## config.mk

```make
export PLATFORM = sky130hd
export DESIGN_NAME = seg_scan_driver
export DESIGN_NICKNAME = d
export VERILOG_FILES = /design/src/rtl/seg_scan_pkg.sv /design/src/rtl/seg_scan_timer.sv /design/src/rtl/seg_scan_driver.sv
export SDC_FILE = /design/constraint.sdc
export NUM_CORES = 1
export LEC_CHECK = 0
export ABC_AREA = 1
export CAP_MARGIN = 20
export CORE_ASPECT_RATIO = 2
export CORE_MARGIN = 1.5
export CORE_UTILIZATION = 55
export CTS_BUF_LIST = sky130_fd_sc_hd__clkbuf_2
export CTS_CLUSTER_SIZE = 8
export DETAILED_ROUTE_END_ITERATION = 6
export MAX_ROUTING_LAYER = met4
export PLACE_DENSITY = 0.9
export SLEW_MARGIN = 15
export SYNTH_ARGS = -nofsm -noshare
export SYNTH_HDL_FRONTEND = slang
export SYNTH_SLANG_ARGS = --single-unit
```

## constraint.sdc

```tcl
create_clock -name clk -period 1.8 [get_ports clk]
set_input_delay 0.18 -clock clk [delete_from_list [all_inputs] [get_ports clk]]
set_output_delay 0.18 -clock clk [all_outputs]
set_load 0.01 [all_outputs]
```

## src/rtl/seg_scan_pkg.sv

```systemverilog
`default_nettype none
// ----------------------------------------------------------------------------
// seg_scan_pkg : shared constants, scan FSM states and digit extraction helper
// Revision     : 1.0
// ----------------------------------------------------------------------------
package seg_scan_pkg;

  localparam int NUM_DIGITS = 4;
  localparam int SEG_W      = 7;
  localparam int DIG_IDX_W  = 2;

  localparam logic [0:0] ST_BLANK = 1'b0;
  localparam logic [0:0] ST_ON    = 1'b1;

  typedef enum logic [0:0] {
    BLANK = ST_BLANK,
    ON    = ST_ON
  } scan_state_e;

  function automatic logic [SEG_W-1:0] digit_segs(
    input logic [NUM_DIGITS*SEG_W-1:0] word,
    input logic [DIG_IDX_W-1:0]        idx
  );
    return word[SEG_W*idx +: SEG_W];
  endfunction

endpackage
`default_nettype wire

```

## src/rtl/seg_scan_timer.sv

```systemverilog
`default_nettype none
// ----------------------------------------------------------------------------
// seg_scan_timer : slot/digit/PWM counters and BLANK/ON phase sequencing
// Revision       : 1.0
// ----------------------------------------------------------------------------
module seg_scan_timer
  import seg_scan_pkg::*;
#(
  parameter int SCAN_DIV     = 1024,
  parameter int BLANK_CYCLES = 16
) (
  input  logic                 clk,
  input  logic                 reset,
  output logic [DIG_IDX_W-1:0] digit_idx_o,
  output logic [3:0]           pwm_cnt_o,
  output logic                 blank_o,
  output logic                 slot_wrap_o,
  output logic                 frame_wrap_o
);

  localparam int CNT_W = $clog2(SCAN_DIV);

  logic [CNT_W-1:0]     slot_cnt_q, slot_cnt_d;
  logic [DIG_IDX_W-1:0] digit_idx_q, digit_idx_d;
  logic [3:0]           pwm_cnt_q, pwm_cnt_d;
  scan_state_e          state_q, state_d;
  logic                 slot_wrap;

  assign slot_wrap = (slot_cnt_q == CNT_W'(SCAN_DIV - 1));

  always_comb begin
    slot_cnt_d  = slot_wrap ? '0 : slot_cnt_q + 1'b1;
    digit_idx_d = slot_wrap ? digit_idx_q + 1'b1 : digit_idx_q;
    // PWM phase only advances while lit so duty is measured over ON time
    pwm_cnt_d   = (state_q == ON) ? pwm_cnt_q + 1'b1 : pwm_cnt_q;
    state_d     = state_q;
    case (state_q)
      BLANK:   if (slot_cnt_q == CNT_W'(BLANK_CYCLES - 1)) state_d = ON;
      ON:      if (slot_wrap) state_d = BLANK;
      default: state_d = BLANK;
    endcase
  end

  always_ff @(posedge clk) begin
    if (reset) begin
      slot_cnt_q  <= '0;
      digit_idx_q <= '0;
      pwm_cnt_q   <= '0;
      state_q     <= BLANK;
    end else begin
      slot_cnt_q  <= slot_cnt_d;
      digit_idx_q <= digit_idx_d;
      pwm_cnt_q   <= pwm_cnt_d;
      state_q     <= state_d;
    end
  end

  assign digit_idx_o  = digit_idx_q;
  assign pwm_cnt_o    = pwm_cnt_q;
  assign blank_o      = (state_q == BLANK);
  assign slot_wrap_o  = slot_wrap;
  assign frame_wrap_o = slot_wrap && (digit_idx_q == DIG_IDX_W'(NUM_DIGITS - 1));

endmodule
`default_nettype wire

```

## src/rtl/seg_scan_driver.sv

```systemverilog
`default_nettype none
// ----------------------------------------------------------------------------
// seg_scan_driver : four-digit multiplexed 7-segment driver with PWM dimming
//                   and frame-aligned shadowing. SEG_SCAN_BLINK_EN adds blink.
// Revision        : 1.0
// ----------------------------------------------------------------------------
module seg_scan_driver
  import seg_scan_pkg::*;
#(
  parameter int SCAN_DIV       = 1024,
  parameter int BLANK_CYCLES   = 16,
  parameter int SEG_ACTIVE_LOW = 1,
  parameter int DIG_ACTIVE_LOW = 1
) (
  input  logic                        clk,
  input  logic                        reset,
  input  logic [NUM_DIGITS*SEG_W-1:0] seg_data,
  input  logic [3:0]                  brightness,
`ifdef SEG_SCAN_BLINK_EN
  input  logic [NUM_DIGITS-1:0]       blink_mask,
`endif
  output logic [SEG_W-1:0]            seg_out,
  output logic [NUM_DIGITS-1:0]       dig_en,
  output logic                        frame_tick
);

  localparam logic [SEG_W-1:0]      SEG_OFF = (SEG_ACTIVE_LOW != 0) ? '1 : '0;
  localparam logic [NUM_DIGITS-1:0] DIG_OFF = (DIG_ACTIVE_LOW != 0) ? '1 : '0;

  logic [DIG_IDX_W-1:0]        digit_idx;
  logic [3:0]                  pwm_cnt;
  logic                        blank;
  logic                        frame_wrap;
  logic                        slot_wrap_unused;

  logic [NUM_DIGITS*SEG_W-1:0] shadow_q;
  logic [SEG_W-1:0]            seg_out_q, seg_out_d, seg_lit;
  logic [NUM_DIGITS-1:0]       dig_en_q, dig_en_d, dig_lit;
  logic                        frame_tick_q;
  logic                        lit_en;

  seg_scan_timer #(
    .SCAN_DIV     (SCAN_DIV),
    .BLANK_CYCLES (BLANK_CYCLES)
  ) u_timer (
    .clk          (clk),
    .reset        (reset),
    .digit_idx_o  (digit_idx),
    .pwm_cnt_o    (pwm_cnt),
    .blank_o      (blank),
    .slot_wrap_o  (slot_wrap_unused),
    .frame_wrap_o (frame_wrap)
  );

`ifdef SEG_SCAN_BLINK_EN
  logic [NUM_DIGITS-1:0] blink_q;
  logic [5:0]            frame_cnt_q;

  always_ff @(posedge clk) begin
    if (reset) begin
      blink_q     <= '0;
      frame_cnt_q <= '0;
    end else if (frame_wrap) begin
      blink_q     <= blink_mask;
      frame_cnt_q <= frame_cnt_q + 1'b1;
    end
  end
`endif

  always_comb begin
    lit_en = !blank && ((brightness == 4'hF) || (pwm_cnt < brightness));
`ifdef SEG_SCAN_BLINK_EN
    // Upper half of the 64-frame cycle is the dark phase of the blink
    lit_en = lit_en && !(blink_q[digit_idx] && frame_cnt_q[5]);
`endif
    seg_lit   = lit_en ? digit_segs(shadow_q, digit_idx) : '0;
    dig_lit   = lit_en ? (NUM_DIGITS'(1) << digit_idx) : '0;
    seg_out_d = (SEG_ACTIVE_LOW != 0) ? ~seg_lit : seg_lit;
    dig_en_d  = (DIG_ACTIVE_LOW != 0) ? ~dig_lit : dig_lit;
  end

  always_ff @(posedge clk) begin
    if (reset) begin
      shadow_q     <= '0;
      seg_out_q    <= SEG_OFF;
      dig_en_q     <= DIG_OFF;
      frame_tick_q <= 1'b0;
    end else begin
      if (frame_wrap) shadow_q <= seg_data;
      seg_out_q    <= seg_out_d;
      dig_en_q     <= dig_en_d;
      frame_tick_q <= frame_wrap;
    end
  end

  assign seg_out    = seg_out_q;
  assign dig_en     = dig_en_q;
  assign frame_tick = frame_tick_q;

endmodule
`default_nettype wire
```

==> results of run 1 <==
worst max-delay path: stages, from the launching register on:
cell	delay, ns
dfxtp_2	0.42
ha_1	0.22
nand3_2	0.12
nor2_4	0.23
nand2_1	0.13
nand2_1	0.29
o21ai_0	0.13
repair_timing:
| item | 4_1_cts | 5_1_grt |
|---|---|---|
| gates resized for setup | 0 | 2 |
| setup endpoints to repair | 0 | 6 |
| buffers inserted | 0 | 0 |
path summary, 6_finish.rpt:
check | from | end | slack [ns] | depth (start not counted)
setup / recovery | u_timer.slot_cnt_q[0]$_SDFF_PP0_ | u_timer.state_q$_SDFF_PP0_ | 0.13 | 6
hold / removal | seg_data[8] | shadow_q[8]$_SDFFE_PP0P_ | 0.31 | 5
hold reg to reg | u_timer.slot_cnt_q[0]$_SDFF_PP0_ | u_timer.slot_cnt_q[0]$_SDFF_PP0_ | 0.50 | 1
setup reg to reg | u_timer.slot_cnt_q[0]$_SDFF_PP0_ | u_timer.state_q$_SDFF_PP0_ | 0.13 | 6
cell type report:
class / instances / area, um^2
Multi-Input combinational cell: 260 / 1250
Inverter: 105 / 394
Clock inverter: 7 / 109
Fill cell: 426 / 1540
Tap cell: 58 / 72.6
Sequential cell: 57 / 1140
Timing Repair Buffer: 57 / 541
Clock buffer: 9 / 45.0
power groups by stage:
| stage | combinational, mW | sequential (mW) | clock (mW) |
|---|---|---|---|
| final | 0.150 | 1.28 | 1.07 |
| after global routing | 0.165 | 1.28 | 1.14 |
| after CTS | 0.150 | 1.27 | 1.08 |
| after detailed placement | 0.149 | 1.30 | 0 |
| after global placement | 0.145 | 1.30 | 0 |
| after floorplan | 0.0601 | 1.30 | 0 |
cell families (layout without fill, tap and decap cells):
group,count (synthesis),in the layout
AO/OA/AOI/OAI,21,21
flip-flops,57,57
buffers and inverters,129,178
AND/OR/NAND/NOR,226,226
adder cells (fa/ha/maj),9,9
XOR/XNOR,4,4
flip-flops by register name, indices dropped and copies added, names as in the netlist:
signal / count
dig_en: 4
frame_tick: 1
seg_out: 7
shadow_q: 28
u_timer.digit_idx_o: 2
u_timer.pwm_cnt_o: 4
u_timer.slot_cnt_q: 10
u_timer.state_q: 1
stage by stage:
stage          instances  power, mW  hold slack, ns  setup WS [ns]  utilization [%]
6_report             553       2.50           0.305          0.131             69.8
4_1_cts              553       2.50           0.291          0.135             69.7
3_3_place_gp         537       1.45           0.466          0.126             66.7
5_1_grt              553       2.58           0.297         0.0418             69.8
2_1_floorplan        446       1.36           0.368          0.344                -
3_5_place_dp         537       1.45           0.484       -0.00631             66.7
synthesized netlist by cell type, drive strengths merged (2+ instances only):
cell type,count,area (um^2)
dfxtp,57,1140
inv,104,390
nor3,2,10.0
xor2,2,17.5
xnor2,2,17.5
nor2,51,201
a21oi,16,80.1
buf,11,60.1
ha,9,113
nand2,106,398
nand4,34,213
nand3,33,170
clkbuf,13,48.8
o21ai,4,20.0
metal layers:
| layer | up-vias | track usage, % | part of all wire (%) |
|---|---|---|---|
| met2 | 97 | 43.9 | 53 |
| met1 | 1291 | 25.7 | 38 |
| met3 | 27 | 6.66 | 4.4 |
| li1 | 1443 | - | - |
| met5 | - | - | 0 |
| met4 | 0 | 17.1 | 4.1 |
==> reports/qor.csv, run 1 <==
stage,metric,value,unit
clock_network,htree_levels,3,
sta,fin_crit,1.67,ns
synthesis,ys_warn_count,0,
routing,vias_per_cell,5.17,
global_routing,grt_pass1_vias,2792,
sta,grt_setup_unrepaired,no,
pwr,p_leak,1.73,nW
synthesis,synthesis.area,2890,um^2
routing,dr.pass1.iters,5,
run,cap_violations,0,
synthesis,async_flop_share,0,%
cells_and_area,mostFrequentLayoutCell,nand2_1,
clock_network,numCtsBuffers,9,
sta,fin_crit_sh,92.7,%
critical_path,cp.required,2.17,ns
pwr,power_density,702,nW/um^2
synthesis,synth-compound-area-share,3.68,%
sta,setup_viol_count_final,0,
routing,first_iter_violations,98,
die,fp.dieH,106,um
routing,ant_nets,0,
sta,fin_worst_skew,0.0317,ns
global_routing,gr-total-overflow,0,
routing,wl,6530,um
synthesis,synthMuxAreaShare,0,%
place,place_area,3390,um^2
global_routing,grt_max_degree,30,
clock_network,clk_path_buf_depth,2,
place,io_buffers,45,
hold_path,hp-class,input pin to register,
clock_network,cts_tree,yes,
cells_and_area,antennaDiodeCount,0,
die,initial_core_util,56.8,%
pwr,switching_share,22.1,%
pwr,p_int,1.94,mW
sta,slew_violations,0,
clock_network,clkSlewWorstSetupHoldPaths,0.17,ns
cells_and_area,final_cell_mix,"106 x nand2_1, 104 x inv_1, 56 x dfxtp_1",
global_routing,grtUsageTotal,26.5,%
cells_and_area,syn2layout_area_growth,23.0,%
synthesis,synth_fa_ha_area_share,3.90,%
critical_path,path_class,register to register,
pwr,seqPwrFrac,51.2,%
place,gp_congestion,0.888,
global_routing,antenna_found_initial,0,
die,rows,37,
critical_path,critPathCaptureType,register,
die,core_area,5090,um^2
critical_path,path_max_fanout,10,
clock_network,holdBufCountCts,0,
synthesis,ys_seq_area_share,39.5,%
synthesis,synth_top_family_by_area,simple AND/OR/NAND/NOR gates,
pwr,pwr-share-clk,42.8,%
sta,fmax,599,MHz
synthesis,synthCells,446,
synthesis,synth_area_per_cell,6.48,um^2
pwr,ir_drop,0.000915,V
routing,wl_per_cell,11.8,um
clock_network,clock-sinks,57,
die,die_w,54.3,um
synthesis,synth_fp_nets,489,
clock_network,clock_latency,0.51,ns
routing,vias,2858,
sta,finalHoldViolCount,0,
cells_and_area,layout-drive-gt1-share,6.26,%
sta,slew_headroom,66.8,%
run_status,status,"finished, final reports clean",
cells_and_area,final_area,3550,um^2
synthesis,synth-simple-area-share,34.3,%
place,hpwl,4760,um
synthesis,ys_ff_latch,57,
die,die_area,5730,um^2
routing,drc_errors,0,
global_routing,grt_pass1_wl,11000,um
cells_and_area,nets,533,
synthesis,ys_types,22,
pwr,p_comb_share,6.0,%
critical_path,crit_path_start_kind,register,
sta,worstMarginPinSlew,0.498,ns
critical_path,arrival,2.04,ns
die,io-pin-count,46,
synthesis,ys.flop_type,dfxtp_1,
synthesis,synth_edf_count,0,
pwr,p_sw,552,uW
clock_network,cts_root_buf,clkbuf_2,
sta,setup_tns,0,ns
synthesis,synth_xor_area_share,1.21,%
Note: power is estimated with default switching activity, not from simulation.
==> run 2, diff against run 1 <==
--- a/constraint.sdc
+++ b/constraint.sdc
@@ -3,2 +3,2 @@
 set_output_delay 0.18 -clock clk [all_outputs]
-set_load 0.01 [all_outputs]
+set_load 0.05 [all_outputs]
==> reports/qor.csv, run 2 (same netlist as run 1, synthesis figures left out) <==
stage,metric,value,unit,change
global_routing,gr-total-overflow,0,,unchanged
sta,fin_crit_sh,90.5,%,-2.2 points
cells_and_area,syn2layout_area_growth,21.0,%,
global_routing,grt_pass1_wl,10500,um,-5.0%
critical_path,critical_path.top_delay_family,flip-flops,,
critical_path,critPathCaptureType,register,,
global_routing,use_met2,43.5,%,-0.43 points
global_routing,grt_pass1_vias,2572,,-7.9%
sta,setup_viol_count_final,0,,unchanged
die,die_area,5730,um^2,unchanged
pwr,power_density,587,nW/um^2,-16%
die,core_area,5090,um^2,unchanged
cells_and_area,mostFrequentLayoutCell,nand2_1,,
clock_network,clock_latency,0.48,ns,-0.03 ns
global_routing,grt-busiest-layer,met2,,
routing,ant_nets,0,,unchanged
routing,vias,2801,,-2.0%
die,die_w,54.3,um,unchanged
clock_network,clk_path_buf_depth,2,,unchanged
die,fp.dieH,106,um,unchanged
global_routing,met3_usage,5.24,%,-1.4 points
routing,wl_per_cell,11.1,um,-5.7%
sta,whs,0.350,ns,+0.0445 ns
critical_path,path_class,register to register,,
routing,wl,6160,um,-5.7%
critical_path,critPathMaxStageDelay,0.60,ns,+0.18 ns
routing,vias_per_cell,5.07,,-2.0%
cells_and_area,antennaDiodeCount,0,,unchanged
clock_network,clkSlewWorstSetupHoldPaths,0.16,ns,about the same
clock_network,cts_tree,yes,,
global_routing,use_met1,24.3,%,-1.4 points
pwr,p_leak,1.69,nW,-2.0%
die,rows,37,,unchanged
sta,fmax,614,MHz,+2.4%
cells_and_area,largest_reg_flops,28,,unchanged
cells_and_area,final_cell_mix,"106 x nand2_1, 104 x inv_1, 56 x dfxtp_1",,
critical_path,crit_chain,"clkinv_1, ha_1, nand3_1, a21oi_1",,
critical_path,slowest_stage,dfxtp_1,,
critical_path,r2r_slack,0.17,ns,+0.04 ns
sta,fin_worst_skew,0.0227,ns,-0.00898 ns
cells_and_area,regMostFlops,shadow_q,,
sta,finalHoldViolCount,0,,unchanged
cells_and_area,layout-drive-gt1-share,6.06,%,-0.20 points
global_routing,grt_max_degree,30,,unchanged
critical_path,cp.required,2.23,ns,+0.06 ns
place,pre_cts_slack,0.0315,ns,+0.0378 ns
sta,fin_crit,1.63,ns,-0.0389 ns
clock_network,htree_levels,3,,unchanged
sta,slew_violations,0,,unchanged
pwr,ir_drop,0.000583,V,-36%
sta,grt_setup_unrepaired,no,,
cells_and_area,nets,533,,unchanged
global_routing,grtUsageTotal,25.2,%,-1.3 points
sta,worstMarginPinSlew,0.506,ns,+0.00829 ns
routing,dr.pass1.iters,5,,unchanged
place,hpwl,4580,um,-3.8%
place,gp_congestion,0.877,,-1.1%
clock_network,cts_root_buf,clkbuf_2,,
run,cap_violations,0,,unchanged
die,initial_core_util,56.8,%,unchanged
sta,slew_headroom,66.2,%,-0.57 points
sta,setup_tns,0,ns,unchanged
sta,worst_slack,0.170,ns,+0.0389 ns
routing,drc_errors,0,,unchanged
pwr,power,2.05,mW,-18%
critical_path,crit_path_start_kind,register,,
run_status,status,"finished, final reports clean",,
clock_network,holdBufCountCts,0,,unchanged
critical_path,arrival,2.06,ns,+0.02 ns
place,io_buffers,45,,unchanged
clock_network,clock-sinks,57,,unchanged
routing,first_iter_violations,104,,+6.1%
clock_network,numCtsBuffers,9,,unchanged
die,io-pin-count,46,,unchanged
global_routing,antenna_found_initial,0,,unchanged
critical_path,path_max_fanout,11,,+1
critical_path,worst-path-buf-inv,1,,+1
clock_network,post_cts_buffers,0,,unchanged
hold_path,hp-class,input pin to register,,
run 2: changes by cell type in the layout (fill, tap and decap cells not counted):
cell,delta
clkinv_1,+1
clkdlybuf4s50_1,-12
dlymetal6s2s_1,+10
dlygate4sd2_1,+2
bufinv_16,-3
nor2_4,-1
nor2_2,+1
clkbuf_2,+2
run 2: path summary, 6_finish.rpt:
kind                                       start                                   to  cells after the start
min reg2reg     u_timer.slot_cnt_q[0]$_SDFF_PP0_     u_timer.slot_cnt_q[0]$_SDFF_PP0_                      1
min                                  seg_data[9]             shadow_q[9]$_SDFFE_PP0P_                      5
max          u_timer.digit_idx_o[1]$_SDFFE_PP0P_  u_timer.digit_idx_o[1]$_SDFFE_PP0P_                      4
max reg2reg  u_timer.digit_idx_o[1]$_SDFFE_PP0P_  u_timer.digit_idx_o[1]$_SDFFE_PP0P_                      4
run 2: layout make-up:
class | instances | area (um^2)
well taps | 58 | 72.6
fillers | 430 | 1600
multi-input cells | 260 | 1250
clock inverters | 5 | 22.5
flip-flops and latches | 57 | 1140
repair buffers | 57 | 563
clock buffers | 11 | 55.1
inverters | 105 | 394
run 2: layer usage:
layer  vias up  share of wire, %
met5         -                 0
met4         0               3.1
met3        20               4.8
met2        89                54
met1      1251                38
li1       1441                 -
run 2: what timing repair did:
item                                    in CTS  in global routing
endpoints found under the setup margin       2                 16
pin swaps                                    0                  0
resized for setup                            2                 11
run 2: power by group:
part           switching [mW]  leakage (nW)  internal (mW)
Clock                   0.450        0.0606          0.178
Sequential            0.00662         0.460           1.27
Combinational          0.0614          1.17         0.0881
run 2: metrics by stage:
stage | instance area (um^2) | util (%) | instances
global placement | 3390 | 66.7 | 537
floorplan | 2890 | - | 446
finish | 3500 | 68.6 | 553
CTS | 3470 | 68.1 | 553
detailed placement | 3390 | 66.7 | 537
global route | 3500 | 68.6 | 553
run 2: worst register-to-register path, stage by stage (launching register included):
cell      delay (ns)
dfxtp_1         0.60
clkinv_1        0.36
ha_1            0.40
nand3_1         0.08
a21oi_1         0.15
==> run 3, diff against run 2 <==
Settings changed: SETUP_SLACK_MARGIN set to 0.2.
==> reports/qor.csv, run 3 (same netlist as run 1, synthesis figures left out) <==
stage,metric,value,unit,change
cells_and_area,nets,537,,+0.75%
critical_path,worst-path-buf-inv,1,,unchanged
clock_network,cts_root_buf,clkbuf_2,,
global_routing,grt_pass1_vias,2581,,+0.35%
sta,whs,0.325,ns,-0.0250 ns
sta,worstMarginPinSlew,0.486,ns,-0.0206 ns
hold_path,min-delay-start,seg_data[9],,
global_routing,gr-total-overflow,0,,unchanged
pwr,ir_drop,0.000600,V,+2.9%
routing,dr.pass1.iters,6,,+1
cells_and_area,regMostFlops,shadow_q,,
hold_path,hp-class,input pin to register,,
critical_path,crit_path_start_kind,register,,
critical_path,critPathCaptureType,output pin,,
sta,slew_headroom,67.7,%,+1.6 points
critical_path,crit_chain,dlygate4sd2_1,,
die,core_area,5090,um^2,unchanged
global_routing,grt_max_degree,30,,unchanged
sta,slew_violations,0,,unchanged
routing,vias_per_cell,5.11,,+0.98%
global_routing,antenna_found_initial,0,,unchanged
critical_path,path_max_fanout,1,,-10
cells_and_area,antennaDiodeCount,0,,unchanged
pwr,p_leak,1.70,nW,+0.53%
sta,setup_tns,0,ns,unchanged
sta,setup_viol_count_final,0,,unchanged
run_status,status,"finished, final reports clean",,
critical_path,slowest_stage,dlygate4sd2_1,,
clock_network,clock-sinks,57,,unchanged
die,fp.dieH,106,um,unchanged
routing,first_iter_violations,117,,+13%
place,hpwl,4580,um,unchanged
routing,ant_nets,0,,unchanged
cells_and_area,syn2layout_area_growth,22.1,%,
pwr,power_density,584,nW/um^2,-0.46%
sta,fmax,658,MHz,+7.2%
routing,wl_per_cell,11.3,um,+1.8%
sta,fin_crit_sh,84.4,%,-6.1 points
run,cap_violations,0,,unchanged
die,rows,37,,unchanged
clock_network,clkSlewWorstSetupHoldPaths,0.15,ns,about the same
cells_and_area,final_cell_mix,"104 x nand2_1, 103 x inv_1, 53 x dfxtp_1",,
critical_path,critPathMaxStageDelay,0.51,ns,-0.09 ns
cells_and_area,final_util,69.3,%,+0.66 points
sta,fin_worst_skew,0.0246,ns,+0.00190 ns
critical_path,r2r-start,u_timer.slot_cnt_q[0]$_SDFF_PP0_,,
clock_network,clk_path_buf_depth,2,,unchanged
cells_and_area,largest_reg_flops,28,,unchanged
critical_path,arrival,1.34,ns,-0.72 ns
sta,fin_crit,1.52,ns,-0.110 ns
cells_and_area,fill_cells,430,,unchanged
hold_path,hold_end,shadow_q[9]$_SDFFE_PP0P_,,
clock_network,clock_latency,0.50,ns,+0.02 ns
place,io_buffers,45,,unchanged
sta,finalHoldViolCount,0,,unchanged
die,initial_core_util,56.8,%,unchanged
die,die_w,54.3,um,unchanged
hold_path,min_delay_path_depth,5,,unchanged
critical_path,r2r_end,shadow_q[25]$_SDFFE_PP0P_,,
routing,drc_errors,0,,unchanged
critical_path,cp.required,1.62,ns,-0.61 ns
place,gp_congestion,0.877,,unchanged
die,io-pin-count,46,,unchanged
die,die_area,5730,um^2,unchanged
critical_path,critical_path.top_delay_family,buffers and inverters,,
routing,wl,6320,um,+2.5%
critical_path,r2r_slack,0.29,ns,+0.12 ns
cells_and_area,mostFrequentLayoutCell,nand2_1,,
global_routing,grt_pass1_wl,10500,um,+0.26%
clock_network,numCtsBuffers,9,,unchanged
cells_and_area,layout-drive-gt1-share,8.62,%,+2.6 points
clock_network,cts_tree,yes,,
global_routing,grtUsageTotal,25.3,%,+0.057 points
critical_path,path_class,register to output pin,,
clock_network,htree_levels,3,,unchanged
critical_path,rr_worst_depth,8,,+4
routing,vias,2849,,+1.7%
sta,grt_setup_unrepaired,yes,,
run 3: final cells by class:
type / count / area (um^2) / share of cell area, %
inverter: 105 / 399 / 11.3
multi-input combinational: 260 / 1260 / 35.8
clock inverter: 5 / 22.5 / 0.638
clock buffer: 11 / 55.1 / 1.56
timing repair buffer: 61 / 568 / 16.1
sequential: 57 / 1150 / 32.5
tap: 58 / 72.6 / 2.06
run 3: metrics by stage:
stage / std cells / instance area, um^2 / worst slack (ns) / power, mW
finish: 557 / 3530 / 0.280 / 2.06
global route: 557 / 3530 / 0.179 / 2.15
CTS: 553 / 3460 / 0.207 / 2.06
detailed placement: 537 / 3390 / 0.0315 / 1.45
global placement: 537 / 3390 / 0.129 / 1.45
floorplan: 446 / 2890 / 0.344 / 1.36
run 3: repair_timing:
item	in CTS	in global routing
gates resized for setup	14	14
hold buffers	0	0
endpoints found under the setup margin	44	49
pin swaps	0	1
buffers inserted	0	4
hold endpoints to repair	0	0
run 3: metal layers:
| layer | up-vias | part of all wire [%] | wire (um) | track usage (%) |
|---|---|---|---|---|
| met5 | - | 0 | 0 | - |
| met1 | 1278 | 37 | 2310 | 24.3 |
| met3 | 26 | 5.0 | 318 | 5.24 |
| met4 | 0 | 4.1 | 261 | 14.5 |
| li1 | 1447 | - | - | - |
| met2 | 98 | 54 | 3420 | 43.6 |
run 3: how the worst max path moves through the flow:
stage	start	end	slack, ns	cells past startpoint
2_1_floorplan	u_timer.slot_cnt_q[0]$_SDFF_PP0_	shadow_q[10]$_SDFFE_PP0P_	0.34	9
3_5_place_dp	brightness[2]	seg_out[5]$_SDFF_PP1_	0.03	9
6_report	seg_out[1]$_SDFF_PP1_	seg_out[1]	0.28	1
4_1_cts	u_timer.slot_cnt_q[0]$_SDFF_PP0_	shadow_q[6]$_SDFFE_PP0P_	0.21	8
3_3_place_gp	brightness[3]	seg_out[0]$_SDFF_PP1_	0.13	7
5_1_grt	u_timer.slot_cnt_q[0]$_SDFF_PP0_	shadow_q[15]$_SDFFE_PP0P_	0.18	8
run 3: where the power goes:
group	leakage, nW	internal (mW)	switching (mW)
logic	1.18	0.0888	0.0618
clock network	0.0606	0.178	0.459
registers	0.462	1.27	0.00764
